## src/rtl/fetch_sequencer_pkg.sv

```systemverilog
// Shared definitions for the fetch sequencer: state encoding, halt opcode
// and the opcode length-field decode used by the top level.
package fetch_pkg;

    typedef enum logic [1:0] {
        ADDR    = 2'b00,
        CAPTURE = 2'b01,
        SEND    = 2'b10,
        HALT    = 2'b11
    } fetch_state_e;

    // Widest byte the helpers below accept; opcodes are zero-extended to this.
    localparam int MAX_BYTE_W = 64;

    // All-ones opcode; callers slice off the low BYTE bits.
    localparam logic [MAX_BYTE_W-1:0] HALT_OPCODE = '1;

    // Operand count carried in the top clog2(max_bytes) opcode bits,
    // clamped so an instruction never exceeds max_bytes in total.
    function automatic int unsigned operand_count(
        input logic [MAX_BYTE_W-1:0] opcode,
        input int unsigned           byte_w,
        input int unsigned           max_bytes
    );
        int unsigned len_w;
        int unsigned field;
        len_w = $clog2(max_bytes);
        if (len_w == 0) begin
            return 0;
        end
        field = 32'(opcode >> (byte_w - len_w)) & ((32'd1 << len_w) - 32'd1);
        if (field > max_bytes - 1) begin
            field = max_bytes - 1;
        end
        return field;
    endfunction

    // Total instruction length in bytes (opcode plus operands).
    function automatic int unsigned length_field(
        input logic [MAX_BYTE_W-1:0] opcode,
        input int unsigned           byte_w,
        input int unsigned           max_bytes
    );
        return operand_count(opcode, byte_w, max_bytes) + 1;
    endfunction

endpackage

```

## src/rtl/fetch_sequencer_pc.sv

```systemverilog
// Wrapping program counter for the fetch sequencer. A load forces the
// reset address; an increment wraps from all-ones back to zero.
module fetch_pc
    import fetch_pkg::*;
#(
    parameter int                ADDR_W     = 8,
    parameter logic [ADDR_W-1:0] RESET_ADDR = '0
) (
    input  logic              clk,
    input  logic              load,
    input  logic              inc,
    output logic [ADDR_W-1:0] pc
);

    logic [ADDR_W-1:0] pc_q;
    logic [ADDR_W-1:0] pc_d;

    // Next pc: load has priority, increment wraps naturally at the top.
    always_comb begin
        pc_d = pc_q;
        if (load) begin
            pc_d = RESET_ADDR;
        end else if (inc) begin
            pc_d = pc_q + 1'b1;
        end
    end

    // pc register.
    always_ff @(posedge clk) begin
        // NOTE: sequential state is written with <= so every flop samples pre-edge values.
        pc_q <= pc_d;
    end

    assign pc = pc_q;

endmodule

```

## src/rtl/fetch_sequencer.sv

```systemverilog
// Instruction fetch sequencer: reads variable-length instructions byte by
// byte from a synchronous memory and presents them, packed opcode-first,
// to a decoder with a start/ready handshake.
// Optional feature: define FETCH_SEQUENCER_HALT_EN to make the all-ones
// opcode stop the sequencer in HALT until reset.
module fetch_sequencer
    import fetch_pkg::*;
#(
    parameter int                BYTE            = 8,
    parameter int                ADDR_W          = 8,
    parameter int                INSTR_MAX_BYTES = 2,
    parameter logic [ADDR_W-1:0] RESET_ADDR      = '0
) (
    input  logic                              clk,
    input  logic                              reset,
    output logic [ADDR_W-1:0]                 pointer_for_memory,
    input  logic [BYTE-1:0]                   data_from_memory,
    output logic                              start_for_decoder,
    input  logic                              ready_from_decoder,
    output logic [BYTE*INSTR_MAX_BYTES-1:0]   data_for_decoder,
    output logic [$clog2(INSTR_MAX_BYTES+1)-1:0] length_for_decoder,
    output logic                              halted
);

    localparam int CNT_W  = $clog2(INSTR_MAX_BYTES + 1);
    localparam int DATA_W = BYTE * INSTR_MAX_BYTES;

    fetch_state_e state_q, state_d;

    logic [CNT_W-1:0]  idx_q, idx_d;          // byte index within instruction
    logic [CNT_W-1:0]  len_buf_q, len_buf_d;  // length of instruction being fetched
    logic [DATA_W-1:0] buf_q, buf_d;          // assembly buffer
    logic [ADDR_W-1:0] ptr_q, ptr_d;
    logic              start_q, start_d;
    logic [DATA_W-1:0] data_q, data_d;
    logic [CNT_W-1:0]  len_q, len_d;

    logic [ADDR_W-1:0] pc;
    logic [ADDR_W-1:0] pc_plus1;
    logic              pc_inc;
    logic              is_opcode;
    logic [CNT_W-1:0]  cur_len;
    logic [CNT_W-1:0]  idx_next;
    logic              last_byte;

    fetch_pc #(
        .ADDR_W     (ADDR_W),
        .RESET_ADDR (RESET_ADDR)
    ) u_pc (
        .clk  (clk),
        .load (~reset),
        .inc  (pc_inc),
        .pc   (pc)
    );

    // Shared decode of the byte currently on the memory bus.
    assign pc_plus1  = pc + 1'b1;
    assign is_opcode = (idx_q == '0);
    assign cur_len   = is_opcode
                     ? CNT_W'(length_field(MAX_BYTE_W'(data_from_memory), BYTE, INSTR_MAX_BYTES))
                     : len_buf_q;
    assign idx_next  = idx_q + 1'b1;
    assign last_byte = (idx_next == cur_len);

`ifdef FETCH_SEQUENCER_HALT_EN
    logic halted_q, halted_d;
    logic capture_halt;

    // Halt only on an all-ones byte in the opcode slot.
    assign capture_halt = is_opcode && (data_from_memory == HALT_OPCODE[BYTE-1:0]);
`endif

    // State register.
    always_ff @(posedge clk) begin
        if (!reset) begin
            state_q <= ADDR;
        end else begin
            state_q <= state_d;
        end
    end

    // Next-state logic.
    always_comb begin
        state_d = state_q;
        case (state_q)
            ADDR:    state_d = CAPTURE;
            CAPTURE: begin
`ifdef FETCH_SEQUENCER_HALT_EN
                if (capture_halt) begin
                    state_d = HALT;
                end else
`endif
                if (last_byte) begin
                    state_d = SEND;
                end else begin
                    state_d = ADDR;
                end
            end
            SEND: begin
                if (ready_from_decoder) begin
                    state_d = ADDR;
                end
            end
`ifdef FETCH_SEQUENCER_HALT_EN
            HALT:    state_d = HALT;
`endif
            default: state_d = ADDR;
        endcase
    end

    // Datapath and registered-output next values.
    always_comb begin
        // NOTE: every target gets a default first so no path infers a latch.
        idx_d     = idx_q;
        len_buf_d = len_buf_q;
        buf_d     = buf_q;
        ptr_d     = ptr_q;
        start_d   = start_q;
        data_d    = data_q;
        len_d     = len_q;
        pc_inc    = 1'b0;
`ifdef FETCH_SEQUENCER_HALT_EN
        halted_d  = halted_q;
`endif
        case (state_q)
            CAPTURE: begin
                pc_inc = 1'b1;
                idx_d  = idx_next;
                if (is_opcode) begin
                    buf_d     = '0;
                    len_buf_d = cur_len;
                end
                // Opcode lands in the top byte, operands in descending slots.
                for (int k = 0; k < INSTR_MAX_BYTES; k++) begin
                    if (idx_q == CNT_W'(INSTR_MAX_BYTES - 1 - k)) begin
                        buf_d[k*BYTE +: BYTE] = data_from_memory;
                    end
                end
`ifdef FETCH_SEQUENCER_HALT_EN
                if (capture_halt) begin
                    halted_d = 1'b1;
                end else
`endif
                if (last_byte) begin
                    start_d = 1'b1;
                    data_d  = buf_d;
                    len_d   = cur_len;
                end else begin
                    ptr_d = pc_plus1;
                end
            end
            SEND: begin
                if (ready_from_decoder) begin
                    start_d = 1'b0;
                    idx_d   = '0;
                    ptr_d   = pc;
                end
            end
            default: ;
        endcase
    end

    // Datapath and output registers with synchronous reset.
    always_ff @(posedge clk) begin
        if (!reset) begin
            idx_q     <= '0;
            len_buf_q <= '0;
            buf_q     <= '0;
            ptr_q     <= RESET_ADDR;
            start_q   <= 1'b0;
            data_q    <= '0;
            len_q     <= '0;
`ifdef FETCH_SEQUENCER_HALT_EN
            halted_q  <= 1'b0;
`endif
        end else begin
            idx_q     <= idx_d;
            len_buf_q <= len_buf_d;
            buf_q     <= buf_d;
            ptr_q     <= ptr_d;
            start_q   <= start_d;
            data_q    <= data_d;
            len_q     <= len_d;
`ifdef FETCH_SEQUENCER_HALT_EN
            halted_q  <= halted_d;
`endif
        end
    end

    assign pointer_for_memory = ptr_q;
    assign start_for_decoder  = start_q;
    assign data_for_decoder   = data_q;
    assign length_for_decoder = len_q;
`ifdef FETCH_SEQUENCER_HALT_EN
    assign halted = halted_q;
`else
    assign halted = 1'b0;
`endif

endmodule
```

## config.mk

```make
export PLATFORM = sky130hd
export DESIGN_NAME = fetch_sequencer
export DESIGN_NICKNAME = d
export VERILOG_FILES = /design/src/rtl/fetch_sequencer_pkg.sv /design/src/rtl/fetch_sequencer_pc.sv /design/src/rtl/fetch_sequencer.sv
export SDC_FILE = /design/constraint.sdc
export NUM_CORES = 1
export LEC_CHECK = 0
export BUFFER_PORTS_ARGS = -buffer_cell sky130_fd_sc_hd__buf_2
export CORE_ASPECT_RATIO = 0.9
export CORE_MARGIN = 8
export CORE_UTILIZATION = 50
export CTS_BUF_LIST = sky130_fd_sc_hd__clkbuf_16
export CTS_CLUSTER_DIAMETER = 120
export DETAILED_ROUTE_END_ITERATION = 8
export HOLD_SLACK_MARGIN = 0.12
export PLACE_DENSITY_LB_ADDON = 0.25
export SLEW_MARGIN = 20
export SYNTH_ARGS = -nofsm -noshare
export SYNTH_HDL_FRONTEND = slang
export SYNTH_HIERARCHICAL = 1
export SYNTH_SLANG_ARGS = --single-unit
```

## constraint.sdc

```tcl
create_clock -name clk -period 2.8 [get_ports clk]
set_clock_uncertainty 0.15 [all_clocks]
set_input_delay 0.28 -clock clk [delete_from_list [all_inputs] [get_ports clk]]
set_output_delay 0.28 -clock clk [all_outputs]
set_load 0.1 [all_outputs]
```

# After elaboration in Yosys (flattened, before gate mapping)
# Index checks and enable logic that the tools add are counted.
# totals
regBits,57
inputBits,11
output_inout_bits,28
elab_cells,44
# classes
n_addsub,3
order_cmp,1
n_eq_ne,7
muxes,16
reduce_logical,8
# ops
operator,n
$mux 8,4
$mux 16,1
$pmux 8 s2,1
$add 8x1->8 const B,1
$mux 2,3
$ne 2x2->1 const B,3
$pmux 2 s3,1
$reduce_and 2->1,3
$reduce_and 3->1,2
$eq 2x1->1 const B,2
$logic_not 2->1,2
$mux 1,4
$pmux 2 s2,1
$add 1x1->2 const B,1
$add 2x1->2 const B,1
$eq 2x2->1,1
$eq 2x2->1 const B,1
$pmux 1 s2,1
$reduce_bool 2->1,1
$gt 1x1->1 const B,1

# Logic depth before layout (Yosys ltp)
# Gate-level depths: netlist of the first run.
# logic_depth
ltp_word,7
mapped_depth,10
depth_no_buf,7

# Modules after synthesis
# Netlist of the first run, hierarchy kept.
# by_module_without_submodules
module,instances,cells_per_inst,area_per_inst_um2,seq_area_each_um2
fetch_sequencer,1,255,2338.5,980.9
fetch_pc,1,37,339.1,160.2

# Worst setup path before layout of the first run
# No wires, ideal clock.
# synth_timing
kind,reg-to-reg
start,reg idx_q[0]
end,reg len_q[0] (netlist: length_for_decoder[0])
setup_time_ns,0.127
arrival_time_ns,2.095
t_required_ns,2.523
path_slack_ns,0.427
path_stages_with_launch,11
path_buffers,3
period_less_slack_ns,2.373
cell_sequence,dfxtp_1 > inv_1 > ha_1 > buf_4 > and2_1 > or4_4 > a21oi_4 > buf_6 > buf_6 > mux2i_1 > nor2_1
# synth_via
elab_chain_cells,4
word_cells_on_any_way,5
cone_classes,add/sub: 1; eq/ne: 1; mux: 1; reduce/logical: 2
# synth_rtl
element,line_no,rtl
start: declaration,fetch_sequencer.sv:30,"logic [CNT_W-1:0] idx_q, idx_d;"
start signal: assignment,fetch_sequencer.sv:177,idx_q <= idx_d;
"parallel branches: the longest is 4 deep, another holds $add 2x1->2",n/a,
end signal: assignment,fetch_sequencer.sv:183,len_q <= len_d;
end: declaration,fetch_sequencer.sv:36,"logic [CNT_W-1:0] len_q, len_d;"
# Several ways; the timed one is not identified.
# A chain may end at the register's enable or synchronous reset.

# Worst setup path after layout of the first run
# Same ends and word-level chain as after synthesis.

==> results of run 1 <==
[cell families after synthesis]
logic type	synth area share
multiplexers	0.04860
AND/OR/NAND/NOR	0.1920
AO/OA/AOI/OAI	0.2084
adder cells (fa/ha/maj)	0.02336
buffers and inverters	0.06074
flip-flops	0.4262
XOR/XNOR	0.03925
other	0.001401
[cells in the final DEF, fill, tap and decap left out, types with 2 or more instances in the layout]
cell type,count
dfxtp_1,57
buf_2,37
nor2_1,32
a21oi_1,26
nand2_1,18
a211oi_2,16
mux2i_1,13
a211oi_1,10
nor2_2,9
clkbuf_16,9
xor2_1,8
or3_1,8
o21ai_0,8
nor3b_1,8
dlygate4sd3_1,8
nand3_1,7
buf_4,6
inv_1,5
o21ai_1,5
ha_1,5
and2_1,4
o211ai_1,4
xnor2_1,4
nand4_1,4
o41ai_1,3
bufinv_16,3
clkinv_2,3
nand2b_1,2
or2_2,2
[what timing repair did]
action                                  CTS  global route
endpoints found under the hold margin     8             0
endpoints found under the setup margin    0             0
hold buffers                              8             0
setup buffers                             0             0
[stage by stage]
stage / instances / worst slack [ps]
finish: 403 / 433.2
global route: 403 / 274.6
CTS: 403 / 428.9
detailed placement: 379 / 444.4
global placement: 379 / 489.6
floorplan: 292 / 427.1
[routing by layer]
metal / vias up / share of wire / track usage
met4: 0 / 0.013 / 0.04386
li1: 1100 / - / -
met1: 1013 / 0.48 / 0.1984
met2: 37 / 0.45 / 0.2289
met5: - / 0 / 0
met3: 8 / 0.058 / 0.06790
[worst max-delay path by stage]
stage                         from                     to  cells past startpoint
after CTS                 idx_q[0]  length_for_decoder[0]                      9
after floorplan           idx_q[0]  length_for_decoder[0]                     10
final                     idx_q[0]  length_for_decoder[0]                      9
after global placement    idx_q[0]  length_for_decoder[0]                      9
after detailed placement  idx_q[0]  length_for_decoder[0]                      9
after global routing      idx_q[0]  pointer_for_memory[0]                      8
[area by class of cell]
class                      instances  area, um^2
tap                               67       83.83
clock inverter                     7       108.9
inverter                           6       22.52
sequential                        57        1141
timing repair buffer              52       330.3
fill                             450        1938
multi-input combinational        205        1374
clock buffer                       9       225.2
[registers in the layout, summed over array words and instances, names as in the netlist]
register and count:
u_pc/pc 8, length_for_decoder 2, state_q 2, start_for_decoder 1
idx_q 2, pointer_for_memory 8, len_buf_q 2, buf_q 16
data_for_decoder 16
[power by group through the flow]
stage	registers [mW]	logic [mW]	clock network (mW)
floorplan	1.40	0.490	0
global placement	1.00	1.02	0
detailed placement	1.00	1.02	0
CTS	0.990	1.04	1.24
global route	1.00	1.10	1.29
finish	0.990	1.03	1.22
[tightest hold or removal path: cells and delay by family]
kind,cells,cell delay [ps]
and+or+nand+nor,1,50
AOI/OAI and AO/OA,1,80
buffers and inverters,1,150
==> reports/summary.txt, run 1 <==
Main synth FF type: dfxtp_1
clk sinks: 57
Post-synth EDFFs: 0
Pleak: 1.301 nW
top post-synthesis cells by area: dfxtp_1, a211oi_2, a21oi_1
WS Path Type: reg -> reg
count leader, synth: dfxtp_1
asr flop ratio synth: 0
synth cell count leaders: dfxtp_1, nor2_1, a21oi_1
Mapped Cells: 292
first-pass GRT wire length: 9873 um
max cap viols: 0
hold_sp: reset
clock buffer depth: 2
vias: 2158
Final Power: 3.243 mW
setup TNS: 0 ps
vias in the first global route: 2029
fin crit share: 0.8453
R2R cell count: 9
P&R area growth vs syn: 22.71%
Port Buffer Count: 37
layout cell share with drive strength beyond 1: 0.2708
Crit path max-delay family: simple AND/OR/NAND/NOR gates
YS warnings: 6
Critical Path Max Stage Delay: 520 ps
Critical R2R Capture: length_for_decoder[0]
Root Driver: clkbuf_16
RR Startpoint: idx_q[0]
Rows: 25
R2R Setup Slk: 430 ps
Post-Syn Area: 2678 um^2
Post-DP Area: 2872 um^2
Rel. slew slack: 0.5884
Die ar.: 7956 um^2
Clock Latency Late Sink: 320 ps
Post-route DRC: 0
Sw Ratio: 0.3684
DR pass1 iterations: 6
WP buf/inv: 3
Clock Power Share: 0.376
leading area contributor after synthesis: dfxtp_1
Max Clk Rate: 422.5 MHz
io pins: 39
pin count of the biggest net entering global routing: 33
post-cts repair resize count: 0
Comb power frac: 0.318
TritonCTS buffer count: 9
Startpoint Class: register
drt wl/cell: 14.22 um
Clock Pin Slew Worst Setup and Hold Paths: 50 ps
sequential-to-total area share from yosys stat: 0.4262
Sw Pwr: 1.194 mW
P_int: 2.048 mW
Net Count, Synth: 308
initial detailed-routing violation count: 135
Antenna Cells: 0
Mapped Avg Cell Area: 9.170 um^2
status: completed
post-synth cell types: 38
pwr/cell area: 986.9 nW/um^2
core area: 5224 um^2
vias per inst: 5.355
GP Congestion: 0.7242
total gr overflow: 0
initial core utilization: 0.5126
Final Setup Violations: 0
Die Width: 93.14 um
CP max stage cell: or4_4
initial antenna violation count: 0
worst hold path class: in -> reg
Final HPWL DP: 3871 um
flops & latches, synth: 57
TritonCTS clock tree: built
CP arrival: 2400 ps
Die Y: 85.43 um
top-area cell type share of the netlist area: 0.4262
worst path cell trace: inv_1 > ha_1 > buf_4 > nor2_1 > or4_4 > a21oi_4 > buf_4 > mux2i_1 > nor2_1
Global Route Usage Sum: 0.1551
Final Max Slew Viols: 0
nets: 347
Worst-Margin Slew: 616.6 ps
Antenna Nets Post-Route: 0
Core Util, Final: 0.6290
Seq pwr share: 0.305
final instance area: 3286 um^2
Max VDD drop: 618.9 uV
H-tree levels: 3
WL final: 5730 um
endpoints failing hold: 0
Worst Path Required: 2840 ps
Crit Path Max Fanout: 19
final hold slack: 130.5 ps
Worst Hold End: idx_q[1]
RSZ-0062 raised after global routing: false
hold depth: 3
crit end category: register
min cycle time layout: 2367 ps
No activity file was read; power rests on OpenSTA's default activity.
==> inputs of run 2 (changes only) <==
==> constraint.sdc (replaced) <==
create_clock -name clk -period 2.4 [get_ports clk]
set_clock_uncertainty 0.15 [all_clocks]
set_input_delay 0.24 -clock clk [delete_from_list [all_inputs] [get_ports clk]]
set_output_delay 0.24 -clock clk [all_outputs]
set_load 0.1 [all_outputs]
==> run 2 against run 1 <==
Critical path depth shrank 1. First-iteration DRC count is 13% lower. Worst hold slack improved by 170 ps. Largest cell class unchanged. Total power is 9.9% higher. Largest power group is now combinational cells.
==> reports/summary.txt, run 2 (same netlist as run 1, synthesis figures left out) <==
P_int: 2.174 mW
first-pass GRT wire length: 10090 um
H-tree levels: 3
Sw Ratio: 0.3898
Root Driver: clkbuf_16
WL final: 5866 um
io pins: 39
TritonCTS buffer count: 9
Clock Power Share: 0.333
initial antenna violation count: 0
Sw Pwr: 1.389 mW
Crit Path Max Fanout: 19
Startpoint Class: input pin
Rows: 25
P&R area growth vs syn: 21.59%
GP Congestion: 0.7380
Die ar.: 7956 um^2
Comb power frac: 0.344
initial core utilization: 0.5126
vias: 2151
total gr overflow: 0
Max Clk Rate: 438.9 MHz
Die Y: 85.43 um
Final Power: 3.562 mW
Post-DP Area: 2879 um^2
initial detailed-routing violation count: 117
Clock Pin Slew Worst Setup and Hold Paths: 50 ps
Antenna Cells: 0
DR pass1 iterations: 4
RSZ-0062 raised after global routing: false
Post-route DRC: 0
max cap viols: 0
hold_buf cts: 10
core area: 5224 um^2
nets: 350
endpoints failing hold: 0
final instance area: 3256 um^2
fin crit share: 0.9493
drt wl/cell: 14.48 um
pin count of the biggest net entering global routing: 45
Worst Path Required: 2420 ps
Rel. slew slack: 0.4622
min cycle time layout: 2278 ps
postcts setup bufs: 0
Clock Latency Late Sink: 320 ps
Final Setup Violations: 0
Antenna Nets Post-Route: 0
Pleak: 1.289 nW
crit end category: register
status: completed
Final Max Slew Viols: 0
vias per inst: 5.311
worst slack, placed: 181.5 ps
commonest non-fill, non-tap cell in the layout: dfxtp_1
TritonCTS clock tree: built
setup TNS: 0 ps
layout cell share with drive strength beyond 1: 0.2633
commonest non-fill, non-tap cells in the layout: dfxtp_1, buf_2, nor2_1, a21oi_1, nand2_1
Global Route Usage Sum: 0.1594
Seq pwr share: 0.324
Final HPWL DP: 3842 um
Port Buffer Count: 37
Die Width: 93.14 um
CP arrival: 2300 ps
Max VDD drop: 546.4 uV
vias in the first global route: 2077
post-cts repair resize count: 0
WS Path Type: in -> reg
Worst-Margin Slew: 805.5 ps
clock buffer depth: 2
clk sinks: 57
worst hold path class: reg -> reg
pwr/cell area: 1094 nW/um^2
setup ws final: 121.8 ps
-- run 2: worst paths after layout --
check,endpoint,slack (ps),depth (start not counted),startpoint
setup reg to reg,length_for_decoder[0],140,8,idx_q[0]
hold / removal,buf_q[8],300,2,buf_q[8]
hold reg to reg,buf_q[8],300,2,buf_q[8]
setup / recovery,length_for_decoder[0],120,8,data_from_memory[7]
-- run 2: power by group through the flow --
stage / Sequential [mW] / Combinational (mW) / Clock, mW
4_1_cts: 1.15 / 1.23 / 1.21
2_1_floorplan: 1.63 / 0.571 / 0
3_5_place_dp: 1.17 / 1.21 / 0
5_1_grt: 1.17 / 1.31 / 1.25
3_3_place_gp: 1.16 / 1.19 / 0
6_report: 1.15 / 1.22 / 1.19
-- run 2: layout make-up --
| type | instances | area [um^2] |
|---|---|---|
| clock buffer | 9 | 225.2 |
| clock inverter | 6 | 51.30 |
| fill | 447 | 1968 |
| inverter | 6 | 22.52 |
| multi-input combinational | 205 | 1374 |
| sequential | 57 | 1141 |
| tap | 67 | 83.83 |
| timing repair buffer | 55 | 357.8 |
-- run 2: critical path, cell delays in order --
cell and delay (ps):
dlygate4sd3_1 540, buf_2 160, and2_1 190, or4_4 460
a21oi_4 210, buf_4 240, mux2i_1 210, nor2_1 50
-- run 2: routing by layer --
layer  wire, um  vias to the layer above  global-route usage  part of all wire
met5          0                        -                   0                 0
met4         46                        0             0.04825            0.0078
met3        264                        7             0.06085             0.045
met2       2638                       34              0.2418              0.45
met1       2917                     1000              0.2027              0.50
li1           -                     1110                   -                 -
-- run 2: per-stage QoR --
step                instances    util  hold WS [ps]
floorplan                 292       -         185.6
global placement          380  0.5511         292.7
detailed placement        380  0.5511         297.5
CTS                       405  0.6232         304.1
global route              405  0.6232         318.4
finish                    405  0.6232         302.7
